$ cat config.mk
export PLATFORM = sky130hd
export DESIGN_NAME = regfile_scoreboard
export DESIGN_NICKNAME = d
export VERILOG_FILES = /design/src/rtl/regfile_scoreboard.sv
export SDC_FILE = /design/constraint.sdc
export NUM_CORES = 1
export LEC_CHECK = 0
export CAP_MARGIN = 5
export CELL_PAD_IN_SITES_DETAIL_PLACEMENT = 0
export CELL_PAD_IN_SITES_GLOBAL_PLACEMENT = 1
export CORE_MARGIN = 2
export CORE_UTILIZATION = 49
export CTS_CLUSTER_DIAMETER = 100
export CTS_CLUSTER_SIZE = 28
export DETAILED_ROUTE_END_ITERATION = 12
export PLACE_DENSITY = 0.81
export SLEW_MARGIN = 40
export SYNTH_ARGS = -nofsm -noshare
export SYNTH_HDL_FRONTEND = slang
export SYNTH_SLANG_ARGS = --single-unit
export TNS_END_PERCENT = 5
$ cat constraint.sdc
create_clock -name clk -period 4.6 [get_ports clk]
set_input_delay 0.92 -clock clk [delete_from_list [all_inputs] [get_ports clk]]
set_output_delay 0.92 -clock clk [all_outputs]
set_load 0.01 [all_outputs]
$ cat src/rtl/regfile_scoreboard.sv
// Register file with two combinational read ports, one write port with write-to-read
// bypass, an optional hardwired zero register and a per-register busy scoreboard.
module regfile_scoreboard #(
    parameter int DATA_WIDTH    = 16,
    parameter int ADDRESS_WIDTH = 3,
    parameter int RAM_DEPTH     = 1 << ADDRESS_WIDTH,
    parameter int ZERO_REG      = 1
) (
    input  logic                     clk,
    input  logic                     reset,
    input  logic [ADDRESS_WIDTH-1:0] read_addr1,
    input  logic [ADDRESS_WIDTH-1:0] read_addr2,
    output logic [DATA_WIDTH-1:0]    read_data1,
    output logic [DATA_WIDTH-1:0]    read_data2,
    output logic                     busy1,
    output logic                     busy2,
    input  logic [ADDRESS_WIDTH-1:0] write_addr,
    input  logic [DATA_WIDTH-1:0]    write_data,
    input  logic                     write_en,
    input  logic [ADDRESS_WIDTH-1:0] reserve_addr,
    input  logic                     reserve_en,
    output logic                     ready,
    output logic [ADDRESS_WIDTH:0]   busy_count
);

    typedef enum logic {CLEAR, RUN} state_t;

    state_t                   state, state_next;
    logic [ADDRESS_WIDTH-1:0] clear_cnt;
    logic [DATA_WIDTH-1:0]    regs [RAM_DEPTH];
    logic [RAM_DEPTH-1:0]     busy, busy_next;

    logic run;
    logic write_act;
    logic write_store;
    logic reserve_act;

    function automatic logic [ADDRESS_WIDTH:0] popcount(input logic [RAM_DEPTH-1:0] v);
        logic [ADDRESS_WIDTH:0] cnt;
        cnt = '0;
        for (int i = 0; i < RAM_DEPTH; i++) begin
            cnt = cnt + {{ADDRESS_WIDTH{1'b0}}, v[i]};
        end
        return cnt;
    endfunction

    function automatic logic is_zero_reg(input logic [ADDRESS_WIDTH-1:0] addr);
        return (ZERO_REG != 0) && (addr == '0);
    endfunction

    assign run         = (state == RUN);
    assign ready       = run;
    assign write_act   = run && write_en;
    assign write_store = write_act && !is_zero_reg(write_addr);
    assign reserve_act = run && reserve_en && !is_zero_reg(reserve_addr);

    always_ff @(posedge clk) begin
        if (reset) begin
            state     <= CLEAR;
            clear_cnt <= '0;
        end else begin
            state     <= state_next;
            if (state == CLEAR) begin
                clear_cnt <= clear_cnt + ADDRESS_WIDTH'(1);
            end
        end
    end

    always_comb begin
        state_next = state;
        if (state == CLEAR && clear_cnt == ADDRESS_WIDTH'(RAM_DEPTH - 1)) begin
            state_next = RUN;
        end
    end

    // Register array is cleared by the FSM rather than by reset, so a reset edge only blocks writes.
    always_ff @(posedge clk) begin
        if (!reset) begin
            if (state == CLEAR) begin
                regs[clear_cnt] <= '0;
            end else if (write_store) begin
                regs[write_addr] <= write_data;
            end
        end
    end

    // Release first, then reservation, so a same-edge reserve wins.
    always_comb begin
        busy_next = busy;
        if (write_act) begin
            busy_next[write_addr] = 1'b0;
        end
        if (reserve_act) begin
            busy_next[reserve_addr] = 1'b1;
        end
    end

    always_ff @(posedge clk) begin
        if (reset) begin
            busy       <= '0;
            busy_count <= '0;
        end else begin
            busy       <= busy_next;
            busy_count <= popcount(busy_next);
        end
    end

    function automatic logic [DATA_WIDTH-1:0] read_port(input logic [ADDRESS_WIDTH-1:0] addr);
        if (!run || is_zero_reg(addr)) begin
            return '0;
        end else if (write_act && write_addr == addr) begin
            return write_data;
        end
        return regs[addr];
    endfunction

    // A same-cycle write releases the register unless a same-cycle reserve re-claims it.
    function automatic logic busy_port(input logic [ADDRESS_WIDTH-1:0] addr);
        logic released;
        released = write_act && write_addr == addr && !(reserve_act && reserve_addr == addr);
        return run && busy[addr] && !released;
    endfunction

    assign read_data1 = read_port(read_addr1);
    assign read_data2 = read_port(read_addr2);
    assign busy1      = busy_port(read_addr1);
    assign busy2      = busy_port(read_addr2);

endmodule
# After elaboration in Yosys (flattened, before gate mapping)
# Memory sizes are Yosys's and may differ from the RTL's.
# Index checks and enable logic that the tools add are counted.
[op_classes] add_sub_neg=8 mux=30 shifts=0 bitwise=4 order_cmp=6 n_eq_ne=5 n_reduce_logical=31 div_mod_pow=0 multipliers=0
[ops] cell="two-way mux 16 bit" count=7
[ops] cell="logical AND 1 bit" count=17
[ops] cell="adder 4 x 1 -> 4 bit" count=4
[ops] cell="less-than comparator 3 x 4 -> 1 bit, second input constant" count=4
[ops] cell="two-way mux 1 bit" count=16
[ops] cell="two-way mux 8 bit" count=2
[ops] cell="OR reduction 16 bit" count=1
[ops] cell="equality test 3 bit" count=4
[ops] cell="zero test 3 bit" count=4
[ops] cell="bitwise AND 8 bit" count=1
[ops] cell="NOT 8 bit" count=1
[ops] cell="bitwise OR 8 bit" count=1
[ops] cell="zero test 1 bit" count=7
[ops] cell="binary-select mux 1 bit (select 3 bit)" count=2
[ops] cell="demux 1 bit (select 3 bit)" count=2
[ops] cell=">= comparator 3 x 1 -> 1 bit, second input constant" count=2
[ops] cell="adder 3 x 1 -> 4 bit" count=1
[ops] cell="adder 2 x 1 -> 3 bit" count=1
[ops] cell="adder 3 x 1 -> 3 bit, second input constant" count=1
[ops] cell="equality test 3 bit, second input constant" count=1
[ops] cell="two-way mux 3 bit" count=1
[ops] cell="adder 1 x 1 -> 2 bit" count=1
[ops] cell="logical OR 1 bit" count=2
[ops] cell="NOT 1 bit" count=1
[word_totals] mem_bits_rw=128 rom_bits=0 output_inout_bits=39 inputBits=32 ff_bits=16 latchBits=0 n_memories=1
[memory_table] memory="regs" words=8 width=16 rd=2 rd_ports_with_merged_regs=0 write_ports=1 line="30" text="logic [DATA_WIDTH-1:0] regs [RAM_DEPTH];"

# Logic depth before layout (Yosys ltp)
[logic_depth] ltp_word=16 ltp_mapped=14

# Worst setup path after synthesis
# No wires, ideal clock.
[synth_path] kind="input-to-reg" startpoint="input reserve_addr[0]" endpoint="register busy_count[2]" path_buffers=1 t_required_ns=4.472 slack_ns=0.520 path_stages=14 t_arrival_ns=3.952 setup_ns=0.128 cell_sequence="clkbuf_1 -> nor2_1 -> or3_1 -> o21ai_0 -> fa_1 -> inv_1 -> fa_1 -> fa_1 -> inv_1 -> ha_1 -> inv_1 -> fa_1 -> xor2_1 -> nor2_1"
[synth_between] elab_chain_cells=13
[synth_rtl] item="start: declaration" line="20" text="input logic [ADDRESS_WIDTH-1:0] reserve_addr,"
[synth_rtl] item="less-than comparator 3 x 4 -> 1 bit (implied by the code) / >= comparator 3 x 1 -> 1 bit (equally long branches)" line="94" text="busy_next[reserve_addr] = 1'b1;"
[synth_rtl] item="logical AND 1 bit (implied by the code)" line="94"
[synth_rtl] item="two-way mux 1 bit (implied by the code)" line="94"
[synth_rtl] item="demux 1 bit (select 3 bit)" line="94"
[synth_rtl] item="bitwise OR 8 bit (no source line)"
[synth_rtl] item="two-way mux 8 bit *" line="93" text="if (reserve_act) begin"
[synth_rtl] item="named net busy_next[1]" line="31" text="logic [RAM_DEPTH-1:0] busy, busy_next;"
[synth_rtl] item="adder 1 x 1 -> 2 bit *" line="42" text="cnt = cnt + {{ADDRESS_WIDTH{1'b0}}, v[i]};"
[synth_rtl] item="adder 2 x 1 -> 3 bit *" line="42"
[synth_rtl] item="adder 3 x 1 -> 4 bit *" line="42"
[synth_rtl] item="adder 4 x 1 -> 4 bit * (4 in a row)" line="42"
[synth_rtl] item="end signal: assignment" line="104" text="busy_count <= popcount(busy_next);"
[synth_rtl] item="end: declaration" line="23" text="output logic [ADDRESS_WIDTH:0] busy_count"
# The timed path passes the listed nets; every way through them passes the cells marked *.
# A chain may end at the register's enable or synchronous reset.

# Worst setup path after layout
[layout_path] startpoint="input write_addr[2]" endpoint="output read_data1[12]"
[layout_between] elab_chain_cells=5
[layout_rtl] item="start: declaration" line="17" text="input logic [ADDRESS_WIDTH-1:0] write_addr,"
[layout_rtl] item="equality test 3 bit" line="111" text="end else if (write_act && write_addr == addr) begin"
[layout_rtl] item="logical AND 1 bit" line="111"
[layout_rtl] item="two-way mux 1 bit" line="111"
[layout_rtl] item="two-way mux 1 bit" line="109" text="if (!run || is_zero_reg(addr)) begin"
[layout_rtl] item="two-way mux 16 bit" line="114" text="return regs[addr];"
[layout_rtl] item="end: declaration" line="13" text="output logic [DATA_WIDTH-1:0] read_data1,"
# Every way passes these cells.

==> metrics.txt <==
fraction of the cycle the final worst path needs=95.2%; vias in the first global route=5103; DPL Wire Length=12200 um; DR vias/cell=6.23; grt total ovfl=0; drt drc=0; GRT Util Overall=24.3%; Final nets=596; CP required=3.68 ns; routed wire length=18600 um; worst vdd ir=0.319 mV; largest net degree at the start of global routing=24; pwr/cell area=326 nW/um^2; delay-heaviest family, CP=buffers and inverters; clock-pin slew on the worst setup and hold paths=0.06 ns; Buffers on Ports=70; Layout area overhead=22.1%; Max Cap Viol=0; CP max-delay cell=clkdlybuf4s50_1; Hold Path Class=reg -> reg; Final setup viols=0; placement row count=45; Hold-fix buffers, CTS=0; clock tree from TritonCTS=built; Clock Latency Late Sink=0.43 ns; ys async rst share=0%; kind of critical path=in -> out; utilization after layout=60.6%; fin crit period=4.38 ns; TritonCTS Buffers=17; ant diodes=0; Setup Total Neg Slack=0 ns; num ports=71; fin. max-slew vios=0; Synth Cell Area=7460 um^2; First-pass DRT Iterations=5; Final Skew=0.0100 ns; Iter 0 DRT Violations=356; Final Hold Violating Endpoints=0; RePlAce Congestion=0.882; Clock Tree Root=clkbuf_16; Post-Place Cell Area=8570 um^2; EDFF count, synth=128; Syn Nets=500; Antenna Nets Post-Route=0; crit path buf inv count=4; Unique masters post-synth=47; DR vias=4708; clk buf depth=2; die height=127 um; RSZ-0062 raised after global routing=false; status=finished, final reports clean; Clock Sinks=144; H-tree levels=4; PostCTS Resize Cnt=0; Core Box Area=15000 um^2; main flop type after synthesis=edfxtp_1; Slew headroom=50.3%; initial core utilization=49.6%; #FFs+latches synth=144; share of cells above drive strength 1=26.2%; FMAX=228 MHz; Avg Cell Area, Syn=16.2 um^2; Worst Path Max Fanout=6; CP Launch Type=input port; Die W=127 um; routed len/inst=24.6 um; Yosys warning total=0; Mapped Cells=459; Seq/Total Area, Yosys=55.8%; critical-path cell list=clkdlybuf4s50_1 -> buf_4 -> xor2_1 -> or4_4 -> nor2_4 -> buf_4 -> o2bb2ai_1 -> clkdlybuf4s50_1; first-pass GRT wire length=28900 um; total die area=16200 um^2; fill count=1114; post-CTS setup buffers=0; cell area after layout=9100 um^2; Worst Setup End Kind=output pin; CP peak stage delay=0.56 ns; initial antenna violation count=0; critical path arrival=3.46 ns; Leak=3.22 nW; Worst-Margin Slew=0.742 ns
[worst paths after layout]
kind                                           startpoint                        end  slack [ns]  depth (start not counted)
worst max-delay path                        write_addr[2]             read_data1[12]        0.22                          8
worst min-delay path            clear_cnt[0]$_SDFFE_PP0N_  clear_cnt[0]$_SDFFE_PP0N_        0.53                          2
worst max register to register         ready$_SDFFE_PP0P_   busy_count[2]$_SDFF_PP0_        1.06                         14
worst min register to register  clear_cnt[0]$_SDFFE_PP0N_  clear_cnt[0]$_SDFFE_PP0N_        0.53                          2
[logic make-up (layout without fill, tap and decap cells)]
group / after synthesis / after routing / synth area share [%]
mux: 107 / 107 / 25.8
fa+ha+maj: 9 / 9 / 1.91
compound gates: 58 / 58 / 6.26
buf+inv: 43 / 152 / 2.84
xor+xnor: 11 / 11 / 1.29
simple gates: 87 / 87 / 6.07
flops: 144 / 144 / 55.8
[flip-flops by register name, summed over array words and instances (netlist names)]
| signal | count |
|---|---|
| busy_count | 4 |
| busy | 8 |
| ready | 1 |
| regs | 128 |
| clear_cnt | 3 |
[synth_stat cells, drive strengths merged, types with 3 or more instances]
cell type | n | area [um^2]
o31ai | 3 | 22.5
mux4 | 68 | 1530
xor2 | 6 | 52.6
inv | 7 | 26.3
and2 | 16 | 100
dfxtp | 16 | 320
edfxtp | 128 | 3840
o2bb2ai | 32 | 280
o21ai | 4 | 20.0
fa | 4 | 80.1
nand3 | 5 | 25.0
buf | 22 | 133
nor2b | 11 | 68.8
ha | 5 | 62.6
mux2i | 37 | 370
nor3 | 5 | 25.0
nand2 | 13 | 48.8
xnor2 | 5 | 43.8
a21oi | 4 | 20.0
nor2 | 26 | 105
clkbuf | 14 | 52.6
[layer usage]
metal / wire length (um) / vias up / GRT usage (%) / part of all wire, %
met3: 1220 / 23 / 5.57 / 6.6
li1: - / 2057 / - / -
met4: 195 / 0 / 6.66 / 1.0
met1: 7730 / 2424 / 31.8 / 42
met2: 9460 / 204 / 41.2 / 51
met5: 0 / - / 0 / 0
[per-stage QoR]
stage          setup WS [ns]  instances  total power [mW]  hold WS [ns]
6_report               0.222        756              2.97         0.529
5_1_grt                0.129        756              3.05         0.564
4_1_cts                0.216        756              2.99         0.532
3_5_place_dp          0.0912        724              1.75         0.524
3_3_place_gp           0.118        724              1.74         0.518
2_1_floorplan          0.520        459              1.64         0.501
[area by class of cell]
cell class / count / area (um^2) / area share [%]
Inverter: 7 / 26.3 / 0.289
Tap cell: 188 / 235 / 2.58
Clock buffer: 17 / 425 / 4.67
Multi-Input combinational cell: 272 / 3100 / 34.0
Clock inverter: 15 / 109 / 1.20
Sequential cell: 144 / 4160 / 45.7
Timing Repair Buffer: 113 / 1050 / 11.5
[cell usage in the layout (no fill, tap or decap), types with 3 or more instances in the layout]
master           synthesis  routed
buf_12                   0       3
o31ai_1                  3       3
inv_1                    7       7
mux2i_1                 37      37
nor2b_1                 11      11
xor2_1                   6       6
a21oi_1                  4       4
nor3_1                   5       4
fa_1                     4       4
inv_6                    0       4
dfxtp_1                 16      16
nand3_1                  5       5
o2bb2ai_1               32      32
clkbuf_16                0      17
clkinvlp_4               0       4
ha_1                     5       5
o21ai_0                  4       4
nand2_1                 13      13
and2_1                  16      16
edfxtp_1               128     128
clkdlybuf4s50_1          0      67
mux4_2                  68      68
buf_4                    5      41
nor2_1                  25      25
xnor2_1                  5       5
clkinv_1                 0       4
[report_power, final]
group / internal [mW] / switching (mW) / total [mW]
clock network: 0.691 / 0.558 / 1.25
logic: 0.131 / 0.138 / 0.269
registers: 1.44 / 0.0137 / 1.45
[worst register-to-register path, cell delays in order, from the launching register on]
cell and delay (ns):
dfxtp_1 0.38, buf_4 0.25, and3_1 0.23, nand2_1 0.06
a22o_1 0.21, fa_1 0.50, inv_1 0.05, fa_1 0.49
fa_1 0.42, inv_1 0.07, ha_1 0.16, inv_1 0.06
fa_1 0.37, xor2_1 0.15, nor2_1 0.05
No activity file was read; power rests on OpenSTA's default activity.
